--- src/rtl/kitt_led_driver.sv ---
`default_nettype none
// ============================================================================
//  Module      : kitt_led_driver
//  Description : Bouncing-head LED scanner with a fading PWM trail.
//                The head LED runs at full brightness. Every other LED keeps
//                a 4-bit level that decays by DECAY per scan step.
//                When ena drops, the whole bar fades out, and the block then
//                returns to IDLE.
//  Revision    : 1.0 - initial release
// ----------------------------------------------------------------------------
//  Ports
//    clk   in   1               system clock
//    rst   in   1               synchronous, active-high reset
//    ena   in   1               debounced scan enable (level)
//    leds  out  N_LEDS          registered PWM drive, 1 = lit
//    pos   out  $clog2(N_LEDS)  registered head index
//    busy  out  1               high while scanning or fading
//  Build option
//    KITT_GAMMA_EN  when defined, levels pass through a perceptual gamma
//                   table before PWM comparison
// ============================================================================
module kitt_led_driver #(
    parameter int N_LEDS      = 8,
    parameter int STEP_CYCLES = 1000000,
    parameter int PWM_DIV     = 16,
    parameter int DECAY       = 4
) (
    input  logic                      clk,
    input  logic                      rst,
    input  logic                      ena,
    output logic [N_LEDS-1:0]         leds,
    output logic [$clog2(N_LEDS)-1:0] pos,
    output logic                      busy
);

    localparam int c_POS_W  = $clog2(N_LEDS);
    localparam int c_STEP_W = (STEP_CYCLES > 1) ? $clog2(STEP_CYCLES) : 1;
    localparam int c_DIV_W  = (PWM_DIV > 1) ? $clog2(PWM_DIV) : 1;

    localparam logic [c_POS_W-1:0]  c_POS_LAST = c_POS_W'(N_LEDS - 1);
    localparam logic [c_STEP_W-1:0] c_STEP_END = c_STEP_W'(STEP_CYCLES - 1);
    localparam logic [c_DIV_W-1:0]  c_DIV_END  = c_DIV_W'(PWM_DIV - 1);
    localparam logic [3:0]          c_DECAY    = 4'(DECAY);
    localparam logic [3:0]          c_FULL     = 4'hF;
    localparam logic [3:0]          c_PWM_LAST = 4'd14;

    localparam logic [1:0] c_IDLE = 2'd0;
    localparam logic [1:0] c_RUN  = 2'd1;
    localparam logic [1:0] c_FADE = 2'd2;

    logic [1:0]               r_state;
    logic [1:0]               w_state_nxt;
    logic [c_POS_W-1:0]       r_pos;
    logic [c_POS_W-1:0]       w_pos_nxt;
    logic [c_POS_W-1:0]       w_step_pos;
    logic                     r_dir_left;
    logic                     w_dir_left_nxt;
    logic                     w_step_dir_left;
    logic [N_LEDS-1:0][3:0]   r_level;
    logic [N_LEDS-1:0][3:0]   w_level_base;
    logic [N_LEDS-1:0][3:0]   w_level_nxt;
    logic [N_LEDS-1:0][3:0]   w_duty;
    logic [c_STEP_W-1:0]      r_step_cnt;
    logic [c_STEP_W-1:0]      w_step_cnt_nxt;
    logic                     w_step_tick;
    logic [c_DIV_W-1:0]       r_pwm_div;
    logic [3:0]               r_pwm_cnt;
    logic [N_LEDS-1:0]        r_leds;
    logic                     w_all_zero;

    function automatic logic [3:0] f_decay(input logic [3:0] lvl);
        return (lvl > c_DECAY) ? (lvl - c_DECAY) : 4'd0;
    endfunction

    assign w_step_tick = (r_step_cnt == c_STEP_END);

    always_comb begin
        w_all_zero = 1'b1;
        for (int i = 0; i < N_LEDS; i++) begin
            if (r_level[i] != 4'd0) begin
                w_all_zero = 1'b0;
            end
        end
    end

    // State transition is resolved first; the step tick then acts under
    // the rules of the state being entered.
    always_comb begin
        w_state_nxt = r_state;
        case (r_state)
            c_IDLE: if (ena) w_state_nxt = c_RUN;
            c_RUN:  if (!ena) w_state_nxt = c_FADE;
            c_FADE: begin
                if (ena) begin
                    w_state_nxt = c_RUN;
                end else if (w_all_zero) begin
                    w_state_nxt = c_IDLE;
                end
            end
            default: w_state_nxt = c_IDLE;
        endcase
    end

    // Head advance with bounce: the end LED is left on the very next step,
    // so each end is shown for exactly one step.
    always_comb begin
        w_step_pos      = r_pos;
        w_step_dir_left = r_dir_left;
        if (!r_dir_left) begin
            if (r_pos == c_POS_LAST) begin
                w_step_pos      = r_pos - c_POS_W'(1);
                w_step_dir_left = 1'b1;
            end else begin
                w_step_pos = r_pos + c_POS_W'(1);
            end
        end else begin
            if (r_pos == '0) begin
                w_step_pos      = c_POS_W'(1);
                w_step_dir_left = 1'b0;
            end else begin
                w_step_pos = r_pos - c_POS_W'(1);
            end
        end
    end

    always_comb begin
        w_level_base   = r_level;
        w_level_nxt    = r_level;
        w_pos_nxt      = r_pos;
        w_dir_left_nxt = r_dir_left;
        // Entering RUN, from IDLE or FADE, relights the frozen head.
        if ((w_state_nxt == c_RUN) && (r_state != c_RUN)) begin
            w_level_base[r_pos] = c_FULL;
        end
        case (w_state_nxt)
            c_RUN: begin
                w_level_nxt = w_level_base;
                if (w_step_tick) begin
                    for (int i = 0; i < N_LEDS; i++) begin
                        w_level_nxt[i] = f_decay(w_level_base[i]);
                    end
                    w_level_nxt[w_step_pos] = c_FULL;
                    w_pos_nxt               = w_step_pos;
                    w_dir_left_nxt          = w_step_dir_left;
                end
            end
            c_FADE: begin
                if (w_step_tick) begin
                    for (int i = 0; i < N_LEDS; i++) begin
                        w_level_nxt[i] = f_decay(r_level[i]);
                    end
                end
            end
            default: begin
                w_level_nxt    = '0;
                w_pos_nxt      = '0;
                w_dir_left_nxt = 1'b0;
            end
        endcase
    end

    // The prescaler is held at zero in IDLE and restarts when a scan begins.
    // In FADE it keeps counting, so resuming RUN keeps the step cadence.
    always_comb begin
        if ((r_state == c_IDLE) || (w_state_nxt == c_IDLE) || w_step_tick) begin
            w_step_cnt_nxt = '0;
        end else begin
            w_step_cnt_nxt = r_step_cnt + c_STEP_W'(1);
        end
    end

`ifdef KITT_GAMMA_EN
    function automatic logic [3:0] f_gamma(input logic [3:0] lvl);
        logic [3:0] v;
        case (lvl)
            4'd0:    v = 4'd0;
            4'd1:    v = 4'd1;
            4'd2:    v = 4'd1;
            4'd3:    v = 4'd1;
            4'd4:    v = 4'd2;
            4'd5:    v = 4'd2;
            4'd6:    v = 4'd3;
            4'd7:    v = 4'd3;
            4'd8:    v = 4'd4;
            4'd9:    v = 4'd5;
            4'd10:   v = 4'd6;
            4'd11:   v = 4'd7;
            4'd12:   v = 4'd9;
            4'd13:   v = 4'd10;
            4'd14:   v = 4'd12;
            default: v = 4'd15;
        endcase
        return v;
    endfunction

    always_comb begin
        for (int i = 0; i < N_LEDS; i++) begin
            w_duty[i] = f_gamma(r_level[i]);
        end
    end
`else
    assign w_duty = r_level;
`endif

    always_ff @(posedge clk) begin
        if (rst) begin
            r_state    <= c_IDLE;
            r_pos      <= '0;
            r_dir_left <= 1'b0;
            r_level    <= '0;
            r_step_cnt <= '0;
        end else begin
            r_state    <= w_state_nxt;
            r_pos      <= w_pos_nxt;
            r_dir_left <= w_dir_left_nxt;
            r_level    <= w_level_nxt;
            r_step_cnt <= w_step_cnt_nxt;
        end
    end

    // 15 PWM slots (0..14): level 15 beats every slot and level 0 beats none.
    always_ff @(posedge clk) begin
        if (rst) begin
            r_pwm_div <= '0;
            r_pwm_cnt <= 4'd0;
        end else if (r_pwm_div == c_DIV_END) begin
            r_pwm_div <= '0;
            r_pwm_cnt <= (r_pwm_cnt == c_PWM_LAST) ? 4'd0 : (r_pwm_cnt + 4'd1);
        end else begin
            r_pwm_div <= r_pwm_div + c_DIV_W'(1);
        end
    end

    always_ff @(posedge clk) begin
        if (rst) begin
            r_leds <= '0;
        end else begin
            for (int i = 0; i < N_LEDS; i++) begin
                r_leds[i] <= (w_duty[i] > r_pwm_cnt);
            end
        end
    end

    assign leds = r_leds;
    assign pos  = r_pos;
    assign busy = (r_state != c_IDLE);

endmodule
`default_nettype wire

--- config.mk ---
export PLATFORM = sky130hd
export DESIGN_NAME = kitt_led_driver
export DESIGN_NICKNAME = d
export VERILOG_FILES = /design/src/rtl/kitt_led_driver.sv
export SDC_FILE = /design/constraint.sdc
export NUM_CORES = 1
export LEC_CHECK = 0
export CAP_MARGIN = 20
export CELL_PAD_IN_SITES_DETAIL_PLACEMENT = 0
export CELL_PAD_IN_SITES_GLOBAL_PLACEMENT = 1
export CORE_ASPECT_RATIO = 0.5
export CORE_MARGIN = 10
export CORE_UTILIZATION = 43
export DETAILED_ROUTE_END_ITERATION = 8
export PLACE_DENSITY = 0.85
export SYNTH_ARGS = -nofsm -noshare
export SYNTH_HDL_FRONTEND = slang
export SYNTH_SLANG_ARGS = --single-unit
--- constraint.sdc ---
create_clock -name clk -period 2.9 [get_ports clk]
set_input_delay 0.29 -clock clk [delete_from_list [all_inputs] [get_ports clk]]
set_output_delay 0.29 -clock clk [all_outputs]
set_load 0.005 [all_outputs]
==> metrics.md <==
| Metric | Value |
|---|---|
| Ys Warns | 0 |
| Design Power | 2.37 mW |
| Area Overhead vs Synth | 20.8% |
| Fraction of layout cells with a size suffix above 1 | 15.4% |
| Post-synth top area share | 31.6% |
| Crit-path slowest cell | or4_1 |
| Crit-path max FO | 4 |
| Routability Congestion | just over 0.9 |
| Cells after Synth | 560 |
| FFs w/ async S/R, synth | 0% |
| Max_slew headroom | 57.8% |
| N_diodes | 0 |
| CTS Buffer Depth | 2 |
| Total CTS buffers | 9 |
| Synth Flop Type | dfxtp_1 |
| Critical Path Source Type | flop |
| Clk root buf | clkbuf_16 |
| Max-cap violations | 0 |
| Clk_lat worst skew | 0.34 ns |
| Tightest Pin Transition | 0.616 ns |
| Peak Freq | between 0.3 and 0.4 GHz |
| Global-route wire length before repair | 21800 um |
| Hold Slack | roughly 0.45 ns |
| Final worst slack | roughly 0.11 ns |
| WP data required | 3.13 ns |
| Mapped Area | 0.00468 mm2 |
| Grt ovf | 0 |
| Detailed-route wire length per cell | 17.3 um |
| Hold WC Path Type | reg2reg |
| Initial Utilization | 45.0% |
| First-pass DRT Iterations | 5 |
| Num rows | 26 |
| Share of the yosys chip area belonging to registers | 31.6% |
| Ports | 15 |
| Die ar. | between 0.015 and 0.02 mm2 |
| Vias in the first global route | 4174 |
| Critical path endpoint category | flop |
| Tmin final | 2.79 ns |
| Tcrit/Tclk final | 96.3% |
| Peak supply drop | ~0.24 mV |
| Critical path class | reg2reg |
| Synth Register Bits | 74 |
| # fillers | 963 |
| CTS tree | built |
| Final antenna-violating net count | 0 |
| Largest net degree at the start of global routing | 23 |
| Distinct cell type count after synthesis | 68 |
| Detailed-route via count | between 4000 and 5000 |
| Most frequent cells in the layout | dfxtp_1 (74), buf_4 (56), nand2_1 (52) |
| Crit path largest cell delay | 0.62 ns |
| Clock transition at the registers of the reported paths | 0.06 ns |
| PortBufs | 14 |
| Leakage | roughly 2.3 nW |
| Detail Placement HPWL | 9730 um |
| Placeable Area | about 0.010 mm2 |
| Horiz. Die Dim | 168 um |
| Clock sink count | 74 |
| Initial DRC Count | around 400 |
| Final nets | 665 |
| Place WS | 0.0709 ns |
| Worst Clk Skew | around 0.0070 ns |
| Area leader, netlist | dfxtp_1 |
| Initial antenna violation count | 0 |
| Most common cell after layout, fill and taps aside | dfxtp_1 |
| Max-slew violations | 0 |
| Syn_nets | roughly 600 |
| Status | completed |
| Synth area leaders | dfxtp_1 (32%), ha_1 (11%), nand2_1 (4.2%) |
| DR DRC count | 0 |
| P per Cell Area | 420 mW/mm2 |
| GRT Total Usage | 16.9% |
| Via/cell ratio | ~5.8 |
| Overall routed net length | 13200 um |
| Htree depth | 3 |
| Final hold vios | 0 |
| Critical Path, Cell by Cell | or4_1 > o41ai_4 > ha_2 > nor2b_1 > and2_1 > a31oi_1 > a211o_1 > a32o_1 |
| Synthesized area per cell | 8.36 um2 |
| Setup violators final | 0 |
| Die Ht | 93.8 um |
| EDFF count, synth | 0 |
| WP data arrival | 3.02 ns |
==> state kept, by name, summed over array words and instances, names as in the netlist <==
| name | flops |
|---|---|
| pos | 3 |
| r_state | 2 |
| r_level | 32 |
| r_dir_left | 1 |
| r_pwm_cnt | 4 |
| r_pwm_div | 4 |
| r_step_cnt | 20 |
| leds | 8 |
==> kinds of logic (layout without fill, tap and decap cells) <==
family	count (synthesis)	in the layout	synth area share (%)
AND/OR/NAND/NOR	214	214	23.7
AO/OA/AOI/OAI	150	150	23.3
flip-flops	74	74	31.6
buffers and inverters	55	119	5.24
adder cells (fa/ha/maj)	42	42	11.2
XOR/XNOR	20	20	3.74
multiplexers	5	5	1.12
==> layer usage <==
metal	share of wire [%]	track usage [%]	wire [um]
met4	1.4	5.26	181
met5	0	0	0
met3	7.1	4.05	934
met1	49	23.0	6480
met2	42	25.9	5620
==> cells in the mapped netlist (8+ instances only) <==
| cell | n |
|---|---|
| a31oi_1 | 12 |
| nor2_1 | 50 |
| a21o_1 | 9 |
| ha_1 | 42 |
| clkbuf_1 | 10 |
| nand2b_1 | 8 |
| nor4_1 | 10 |
| o22ai_1 | 8 |
| nand2_1 | 52 |
| a21oi_1 | 30 |
| o21ai_0 | 25 |
| nand3_1 | 24 |
| xnor2_1 | 11 |
| a32o_1 | 11 |
| inv_1 | 31 |
| dfxtp_1 | 74 |
| xor2_1 | 9 |
| nand4_1 | 18 |
| and3_1 | 11 |
| nor2b_1 | 11 |
==> worst max-delay path: cells and delay by family (launching register included) <==
kind            cells  cell delay (ns)
compound gates      4             1.06
simple gates        3             1.03
flops               1             0.32
fa+ha+maj           1             0.28
==> cell type report <==
| class | count | area [um2] | share of cell area [%] |
|---|---|---|---|
| Sequential cell | 74 | 1480 | 26.2 |
| Clock inverter | 5 | 80.1 | 1.42 |
| Clock buffer | 10 | 229 | 4.05 |
| Timing Repair Buffer | 70 | 561 | 9.91 |
| Multi-Input combinational cell | 431 | 3000 | 53.1 |
| Inverter | 34 | 128 | 2.26 |
| Tap cell | 140 | 175 | 3.10 |
==> final timing paths <==
path	from	endpoint	slack (ns)	depth (start not counted)
hold / removal	r_step_cnt[0]	r_step_cnt[0]	0.45	1
setup reg to reg	r_level[8]	r_level[26]	0.11	8
setup / recovery	r_level[8]	r_level[26]	0.11	8
hold reg to reg	r_step_cnt[0]	r_step_cnt[0]	0.45	1
==> per-stage QoR <==
stage	utilization [%]	TNS (ns)	std cells	area (um2)
2_1_floorplan	-	0	560	4690
3_3_place_gp	50.9	0	747	5300
3_5_place_dp	50.9	0	747	5300
4_1_cts	53.9	0	762	5610
5_1_grt	54.3	-0.0377	764	5650
6_report	54.3	0	764	5650
==> timing repair <==
action | in CTS | in global routing
setup endpoints to repair | 0 | 25
buffers inserted | 0 | 2
hold buffers | 0 | 0
resized for setup | 0 | 5
==> power breakdown <==
| group | internal (mW) | leakage (nW) | switching, mW |
|---|---|---|---|
| logic | 0.0607 | 1.57 | 0.0820 |
| registers | 1.02 | 0.597 | 0.00730 |
| clock network | 0.747 | 0.145 | 0.451 |
| total | 1.83 | 2.31 | 0.540 |
No activity file was read; power rests on OpenSTA's default activity.
